## src/rtl/rom_arb_pkg.sv

```systemverilog
// Shared types and defaults for the N-channel SDRAM read arbiter.
package rom_arb_pkg;

  typedef enum logic [1:0] {
    IDLE,
    RD_REQ,
    WR_REQ
  } arb_state_t;

  localparam int DEF_NUM_CH     = 4;
  localparam int DEF_ADDR_WIDTH = 23;
  localparam int DEF_DATA_WIDTH = 32;
  localparam int DEF_PEND_DEPTH = 4;

  function automatic int clog2(input int value);
    int r;
    r = 0;
    while ((1 << r) < value) r++;
    return r;
  endfunction

endpackage

```

## src/rtl/rom_arb_tag_fifo.sv

```systemverilog
// In-order tag FIFO: head is visible combinationally, push/pop take effect on the next edge.
// Push and pop may share a cycle; a push into a full FIFO is dropped unless a pop frees a slot.
module rom_arb_tag_fifo
  import rom_arb_pkg::*;
#(
  parameter int WIDTH = 2,
  parameter int DEPTH = 4
) (
  input  logic             clk,
  input  logic             reset,
  input  logic             push,
  input  logic [WIDTH-1:0] push_data,
  input  logic             pop,
  output logic             full,
  output logic             empty,
  output logic [WIDTH-1:0] head
);

  localparam int PW = clog2(DEPTH);

  logic [PW-1:0]    wr_ptr;
  logic [PW-1:0]    rd_ptr;
  logic [PW:0]      count;
  logic [WIDTH-1:0] mem [DEPTH];
  logic             do_push;
  logic             do_pop;

  assign do_pop  = pop && !empty;
  assign do_push = push && (!full || do_pop);
  assign full    = (count == (PW+1)'(DEPTH));
  assign empty   = (count == '0);
  assign head    = mem[rd_ptr];

  always_ff @(posedge clk or posedge reset) begin
    if (reset) begin
      wr_ptr <= '0;
      rd_ptr <= '0;
      count  <= '0;
    end else begin
      if (do_push) wr_ptr <= wr_ptr + 1'b1;
      if (do_pop)  rd_ptr <= rd_ptr + 1'b1;
      if (do_push && !do_pop)      count <= count + 1'b1;
      else if (!do_push && do_pop) count <= count - 1'b1;
    end
  end

  always_ff @(posedge clk) begin
    if (do_push) mem[wr_ptr] <= push_data;
  end

endmodule

```

## src/rtl/rom_arbiter_n.sv

```systemverilog
// N-channel SDRAM read arbiter with download write path; ch_req -> sdram_req in 1 cycle, ack/valid routed combinationally.
// Reads stall while the tag FIFO is full or dl_active is set; ROM_ARB_ROUND_ROBIN_EN selects round-robin grant.
module rom_arbiter_n
  import rom_arb_pkg::*;
#(
  parameter int  NUM_CH     = DEF_NUM_CH,
  parameter int  ADDR_WIDTH = DEF_ADDR_WIDTH,
  parameter int  DATA_WIDTH = DEF_DATA_WIDTH,
  parameter int  PEND_DEPTH = DEF_PEND_DEPTH,
  localparam int CH_W       = clog2(NUM_CH)
) (
  input  logic                         clk,
  input  logic                         reset,
  input  logic [NUM_CH-1:0]            ch_req,
  input  logic [NUM_CH*ADDR_WIDTH-1:0] ch_addr,
  output logic [NUM_CH-1:0]            ch_ack,
  output logic [NUM_CH-1:0]            ch_valid,
  input  logic                         dl_active,
  input  logic                         dl_req,
  input  logic [ADDR_WIDTH-1:0]        dl_addr,
  input  logic [DATA_WIDTH-1:0]        dl_data,
  output logic [ADDR_WIDTH-1:0]        sdram_addr,
  output logic [DATA_WIDTH-1:0]        sdram_data,
  output logic                         sdram_we,
  output logic                         sdram_req,
  input  logic                         sdram_ack,
  input  logic                         sdram_valid,
  input  logic [DATA_WIDTH-1:0]        sdram_q,
  output logic                         err_orphan
);

  arb_state_t      state;
  arb_state_t      state_nxt;
  logic [CH_W-1:0] tag;
  logic [CH_W-1:0] winner;
  logic            any_req;
  logic            issue_rd;
  logic            issue_wr;
  logic            done;
  logic            rd_ack;
  logic            pop;
  logic            fifo_full;
  logic            fifo_empty;
  logic [CH_W-1:0] fifo_head;
  logic            unused_q;

  // Read data goes straight from the SDRAM to the caches.
  assign unused_q = ^sdram_q;

  assign rd_ack = (state == RD_REQ) && sdram_ack;
  assign pop    = sdram_valid && !fifo_empty;

`ifdef ROM_ARB_ROUND_ROBIN_EN
  logic [CH_W-1:0] rr_ptr;

  always_ff @(posedge clk or posedge reset) begin
    if (reset)       rr_ptr <= '0;
    else if (rd_ack) rr_ptr <= (tag == CH_W'(NUM_CH-1)) ? '0 : tag + 1'b1;
  end

  // Scan downward so the last hit is the first requester at or above rr_ptr.
  always_comb begin
    any_req = 1'b0;
    winner  = '0;
    for (int k = NUM_CH-1; k >= 0; k--) begin
      if (ch_req[(int'(rr_ptr) + k) % NUM_CH]) begin
        any_req = 1'b1;
        winner  = CH_W'((int'(rr_ptr) + k) % NUM_CH);
      end
    end
  end
`else
  always_comb begin
    any_req = 1'b0;
    winner  = '0;
    for (int k = NUM_CH-1; k >= 0; k--) begin
      if (ch_req[k]) begin
        any_req = 1'b1;
        winner  = CH_W'(k);
      end
    end
  end
`endif

  always_ff @(posedge clk or posedge reset) begin
    if (reset) state <= IDLE;
    else       state <= state_nxt;
  end

  // A pop in the same cycle frees a slot, so a full FIFO does not cost an extra cycle.
  always_comb begin
    state_nxt = state;
    issue_rd  = 1'b0;
    issue_wr  = 1'b0;
    done      = 1'b0;
    case (state)
      IDLE: begin
        if (dl_active && dl_req) begin
          issue_wr  = 1'b1;
          state_nxt = WR_REQ;
        end else if (!dl_active && any_req && (!fifo_full || pop)) begin
          issue_rd  = 1'b1;
          state_nxt = RD_REQ;
        end
      end
      RD_REQ, WR_REQ: begin
        if (sdram_ack) begin
          done      = 1'b1;
          state_nxt = IDLE;
        end
      end
      default: state_nxt = IDLE;
    endcase
  end

  always_ff @(posedge clk or posedge reset) begin
    if (reset) begin
      sdram_addr <= '0;
      sdram_data <= '0;
      sdram_we   <= 1'b0;
      sdram_req  <= 1'b0;
      tag        <= '0;
      err_orphan <= 1'b0;
    end else begin
      if (issue_rd) begin
        sdram_addr <= ch_addr[int'(winner)*ADDR_WIDTH +: ADDR_WIDTH];
        sdram_we   <= 1'b0;
        sdram_req  <= 1'b1;
        tag        <= winner;
      end else if (issue_wr) begin
        sdram_addr <= dl_addr;
        sdram_data <= dl_data;
        sdram_we   <= 1'b1;
        sdram_req  <= 1'b1;
      end else if (done) begin
        sdram_we   <= 1'b0;
        sdram_req  <= 1'b0;
      end
      if (sdram_valid && fifo_empty) err_orphan <= 1'b1;
    end
  end

  always_comb begin
    ch_ack   = '0;
    ch_valid = '0;
    for (int i = 0; i < NUM_CH; i++) begin
      ch_ack[i]   = rd_ack && (tag == CH_W'(i));
      ch_valid[i] = pop && (fifo_head == CH_W'(i));
    end
  end

  rom_arb_tag_fifo #(
    .WIDTH(CH_W),
    .DEPTH(PEND_DEPTH)
  ) u_fifo (
    .clk      (clk),
    .reset    (reset),
    .push     (rd_ack),
    .push_data(tag),
    .pop      (pop),
    .full     (fifo_full),
    .empty    (fifo_empty),
    .head     (fifo_head)
  );

endmodule

```

## config.mk

```make
export PLATFORM = sky130hd
export DESIGN_NAME = rom_arbiter_n
export DESIGN_NICKNAME = d
export VERILOG_FILES = /design/src/rtl/rom_arb_pkg.sv /design/src/rtl/rom_arb_tag_fifo.sv /design/src/rtl/rom_arbiter_n.sv
export SDC_FILE = /design/constraint.sdc
export NUM_CORES = 1
export LEC_CHECK = 0
export CAP_MARGIN = 25
export CORE_ASPECT_RATIO = 0.75
export CORE_MARGIN = 10
export CORE_UTILIZATION = 30
export DETAILED_ROUTE_END_ITERATION = 8
export GPL_TIMING_DRIVEN = 0
export PLACE_DENSITY = 0.79
export SKIP_CTS_REPAIR_TIMING = 1
export SLEW_MARGIN = 20
export SYNTH_ARGS = -nofsm -noshare
export SYNTH_HDL_FRONTEND = slang
export SYNTH_SLANG_ARGS = --single-unit
export TNS_END_PERCENT = 50
```

## constraint.sdc

```tcl
create_clock -name clk -period 3.39 [get_ports clk]
set_clock_uncertainty 0.15 [all_clocks]
set_input_delay 0.339 -clock clk [delete_from_list [all_inputs] [get_ports clk]]
set_output_delay 0.339 -clock clk [all_outputs]
set_load 0.005 [all_outputs]
```

==> run summary <==
================================================================================
Critical path data arrival time ...................................      2.11 ns
Final worst path period need ......................................      2.60 ns
Initial Utilization ...............................................        0.311
Per-cell via count in the routed design ...........................         4.83
Flip-flop and latch count after synthesis .........................           77
Clock Tree Root ................................................... sky130_fd_sc_hd__clkbuf_16
Count of input and output buffers .................................          222
Type of element capturing the critical path .......................  output port
Worst IR drop on VDD ..............................................     0.269 mV
Static leakage ....................................................      2.81 nW
Fraction of final layout cells with drive strength greater than 1 .       0.0848
Final setup violation count .......................................            0
EDFF count, synth .................................................            8
Pin count of the biggest net entering global routing ..............           41
Origin of the worst setup path .................................... u_fifo.rd_ptr[0]
Via count of the first global-routing pass ........................         4086
Total power per unit cell area ....................................  691 nW/um^2
Max-cap violations ................................................            0
Most used standard cell by instance count after synthesis ......... sky130_fd_sc_hd__nand2_1
Critical Path RT ..................................................      2.90 ns
Routed wire length per instance ...................................      19.1 um
Critical path launch point type ...................................         flop
Largest area contributor in the synthesized netlist ............... sky130_fd_sc_hd__dfrtp_1
Clock tree from TritonCTS .........................................          yes
Top post-synthesis cells by area .................................. sky130_fd_sc_hd__dfrtp_1, sky130_fd_sc_hd__mux4_2, sky130_fd_sc_hd__nand2_1
DRT iter0 DRCs ....................................................          161
Number of nets with antenna violations after detailed routing .....            0
Std cell rows .....................................................           35
Antenna violations before repair ..................................            0
Die area ..........................................................  17900 sq um
Overall routed net length .........................................     14200 um
Final RePlAce weighted congestion .................................        0.804
Die span in y .....................................................       118 um
Cell area after synthesis .........................................   3870 sq um
Endpoint of the worst register-to-register path ................... u_fifo.count[1]
Fraction of registers with async set or reset after synthesis .....        0.896
First-pass iteration count of the detailed router .................            4
Count of cell types in the netlist ................................           35
Setup repair after global routing missed its margin ...............        false
CP peak stage delay ...............................................      0.58 ns
Cell depth of the worst flop-to-flop path .........................            6
Total global routing overflow .....................................            0
Net Count, Synth ..................................................          537
Clock latency on the worst-skew pair ..............................      0.33 ns
Reg2reg setup slack ...............................................      0.93 ns
Cell Chain, Critical Path ......................................... mux4_2, nor3b_1, clkdlybuf4s50_1
Endpoints failing hold ............................................            0
Final worst path period share .....................................        0.766
Slowest stage cell on the critical path ........................... sky130_fd_sc_hd__mux4_2
Num ports .........................................................          255
Setup TNS after final layout ......................................         0 ns
Startpoint of the most critical register-to-register path ......... u_fifo.count[0]
Hold/Removal Path Class ...........................................  in -> async
Worst setup path endpoint .........................................  ch_valid[1]
Sequential element share of the synthesized area ..................        0.508
All-layer global routing usage ....................................        0.159
Number of vias in the routed layout ...............................         3595
Run status ........................................................ finished, final reports clean
Area added between synthesis and finish ...........................        70.5%
Kind of critical path .............................................   reg -> out
Avg Cell Area, Syn ................................................   11.4 sq um
CTS clk-pin slew, worst paths .....................................      0.05 ns
Maximum root-to-sink buffer count .................................            2
Most used DFF post-synth .......................................... sky130_fd_sc_hd__dfrtp_1
Top-area cell type share of the netlist area ......................        0.446
Post-route DRC violation count ....................................            0
Global-route wire length before repair ............................     22200 um
CP Max Fanout .....................................................            4
Htree depth .......................................................            3
Number of sinks on the clock net ..................................           77
Die width .........................................................       151 um
Hpwl dp ...........................................................     12000 um
Warnings from Yosys ...............................................            0
Worst Max-Slew Pin Slew ...........................................     0.634 ns
Slew HR ...........................................................        0.578
Final Total Pwr ...................................................      4.56 mW
Most frequent cells after synthesis ............................... sky130_fd_sc_hd__nand2_1, sky130_fd_sc_hd__dfrtp_1, sky130_fd_sc_hd__and3_1, sky130_fd_sc_hd__mux4_2, sky130_fd_sc_hd__a221o_1
Layout net count ..................................................          771
Final max-slew violation count ....................................            0
TritonCTS Buffers .................................................            9
Area inside the core boundary .....................................  12400 sq um
Number of instances in the synthesized netlist ....................          340
Fmax ..............................................................      385 MHz
Count of antenna diodes in the layout .............................            0
================================================================================
cell families (layout without fill, tap and decap cells):
logic type	count (synthesis)	count (layout)	synth area share
AND/OR/NAND/NOR	161	161	0.191
flip-flops	77	77	0.508
AO/OA/AOI/OAI	32	32	0.0737
buffers and inverters	30	268	0.0372
multiplexers	26	26	0.148
adder cells (fa/ha/maj)	8	8	0.0278
XOR/XNOR	6	6	0.0136
sequential cells by signal, indices dropped and copies added, names as in the netlist:
| register | count |
|---|---|
| sdram_we | 1 |
| tag | 2 |
| u_fifo.mem | 8 |
| sdram_req | 1 |
| err_orphan | 1 |
| sdram_addr | 23 |
| sdram_data | 32 |
| u_fifo.count | 3 |
| state | 2 |
| u_fifo.rd_ptr | 2 |
| u_fifo.wr_ptr | 2 |
layout by cell type, fill, tap and decap left out, types with 2 or more instances in the layout:
cell | netlist | routed
sky130_fd_sc_hd__a21oi_1 | 3 | 3
sky130_fd_sc_hd__a221o_1 | 23 | 23
sky130_fd_sc_hd__and2_1 | 5 | 5
sky130_fd_sc_hd__and3_1 | 25 | 25
sky130_fd_sc_hd__buf_1 | 3 | 3
sky130_fd_sc_hd__buf_4 | 2 | 2
sky130_fd_sc_hd__buf_6 | 3 | 3
sky130_fd_sc_hd__clkbuf_1 | 13 | 17
sky130_fd_sc_hd__clkbuf_16 | 0 | 9
sky130_fd_sc_hd__clkdlybuf4s50_1 | 0 | 222
sky130_fd_sc_hd__dfrtp_1 | 69 | 69
sky130_fd_sc_hd__edfxtp_1 | 8 | 8
sky130_fd_sc_hd__ha_1 | 7 | 7
sky130_fd_sc_hd__inv_1 | 8 | 7
sky130_fd_sc_hd__mux4_2 | 25 | 25
sky130_fd_sc_hd__nand2_1 | 105 | 105
sky130_fd_sc_hd__nand3_1 | 5 | 5
sky130_fd_sc_hd__nor2_1 | 6 | 6
sky130_fd_sc_hd__nor2b_1 | 3 | 3
sky130_fd_sc_hd__nor3_1 | 5 | 5
sky130_fd_sc_hd__o21ai_1 | 2 | 2
sky130_fd_sc_hd__xnor2_1 | 4 | 4
sky130_fd_sc_hd__xor2_1 | 2 | 2
worst max-delay path: cells and delay by family, from the launching register on:
family | cells | cell delay, ns
and+or+nand+nor | 1 | 0.21
buffers and inverters | 1 | 0.55
DFF | 1 | 0.45
muxes | 1 | 0.58
routing by layer:
layer / vias up / share of wire / global-route usage / wire, um
li1: 1682 / - / - / -
met1: 1722 / 0.37 / 0.168 / 5210
met2: 160 / 0.50 / 0.270 / 7120
met3: 31 / 0.094 / 0.0644 / 1340
met4: 0 / 0.038 / 0.0726 / 543
met5: - / 0 / 0 / 0
worst min path at each step:
stage | slack, ns | to
6_report | 0.22 | u_fifo.rd_ptr[0]
4_1_cts | 0.23 | u_fifo.wr_ptr[1]
3_5_place_dp | 0.30 | err_orphan
5_1_grt | 0.25 | u_fifo.rd_ptr[1]
2_1_floorplan | 0.29 | sdram_data[0]
3_3_place_gp | 0.29 | err_orphan
area by class of cell:
type	instances	area [sq um]
Buffer	22	114
Clock buffer	13	240
Clock inverter	2	35.0
Fill cell	1050	5840
Inverter	8	32.5
Multi-Input combinational cell	233	1760
Sequential cell	77	1970
Tap cell	166	208
Timing Repair Buffer	223	2240
power breakdown:
group          total [mW]  internal, mW  switching [mW]
clock               0.921         0.566           0.355
sequential           1.61          1.35           0.258
combinational        2.03          1.23           0.800
per-stage QoR:
stage	worst slack [ns]	utilization	cell area, sq um	hold slack (ns)	std cells
2_1_floorplan	1.16	-	3870	0.294	340
3_3_place_gp	0.00221	0.506	6300	0.287	728
3_5_place_dp	0.499	0.508	6320	0.300	729
4_1_cts	0.744	0.530	6600	0.229	744
5_1_grt	0.646	0.530	6600	0.249	744
6_report	0.793	0.530	6600	0.220	744
(Power assumes the default switching activity.)
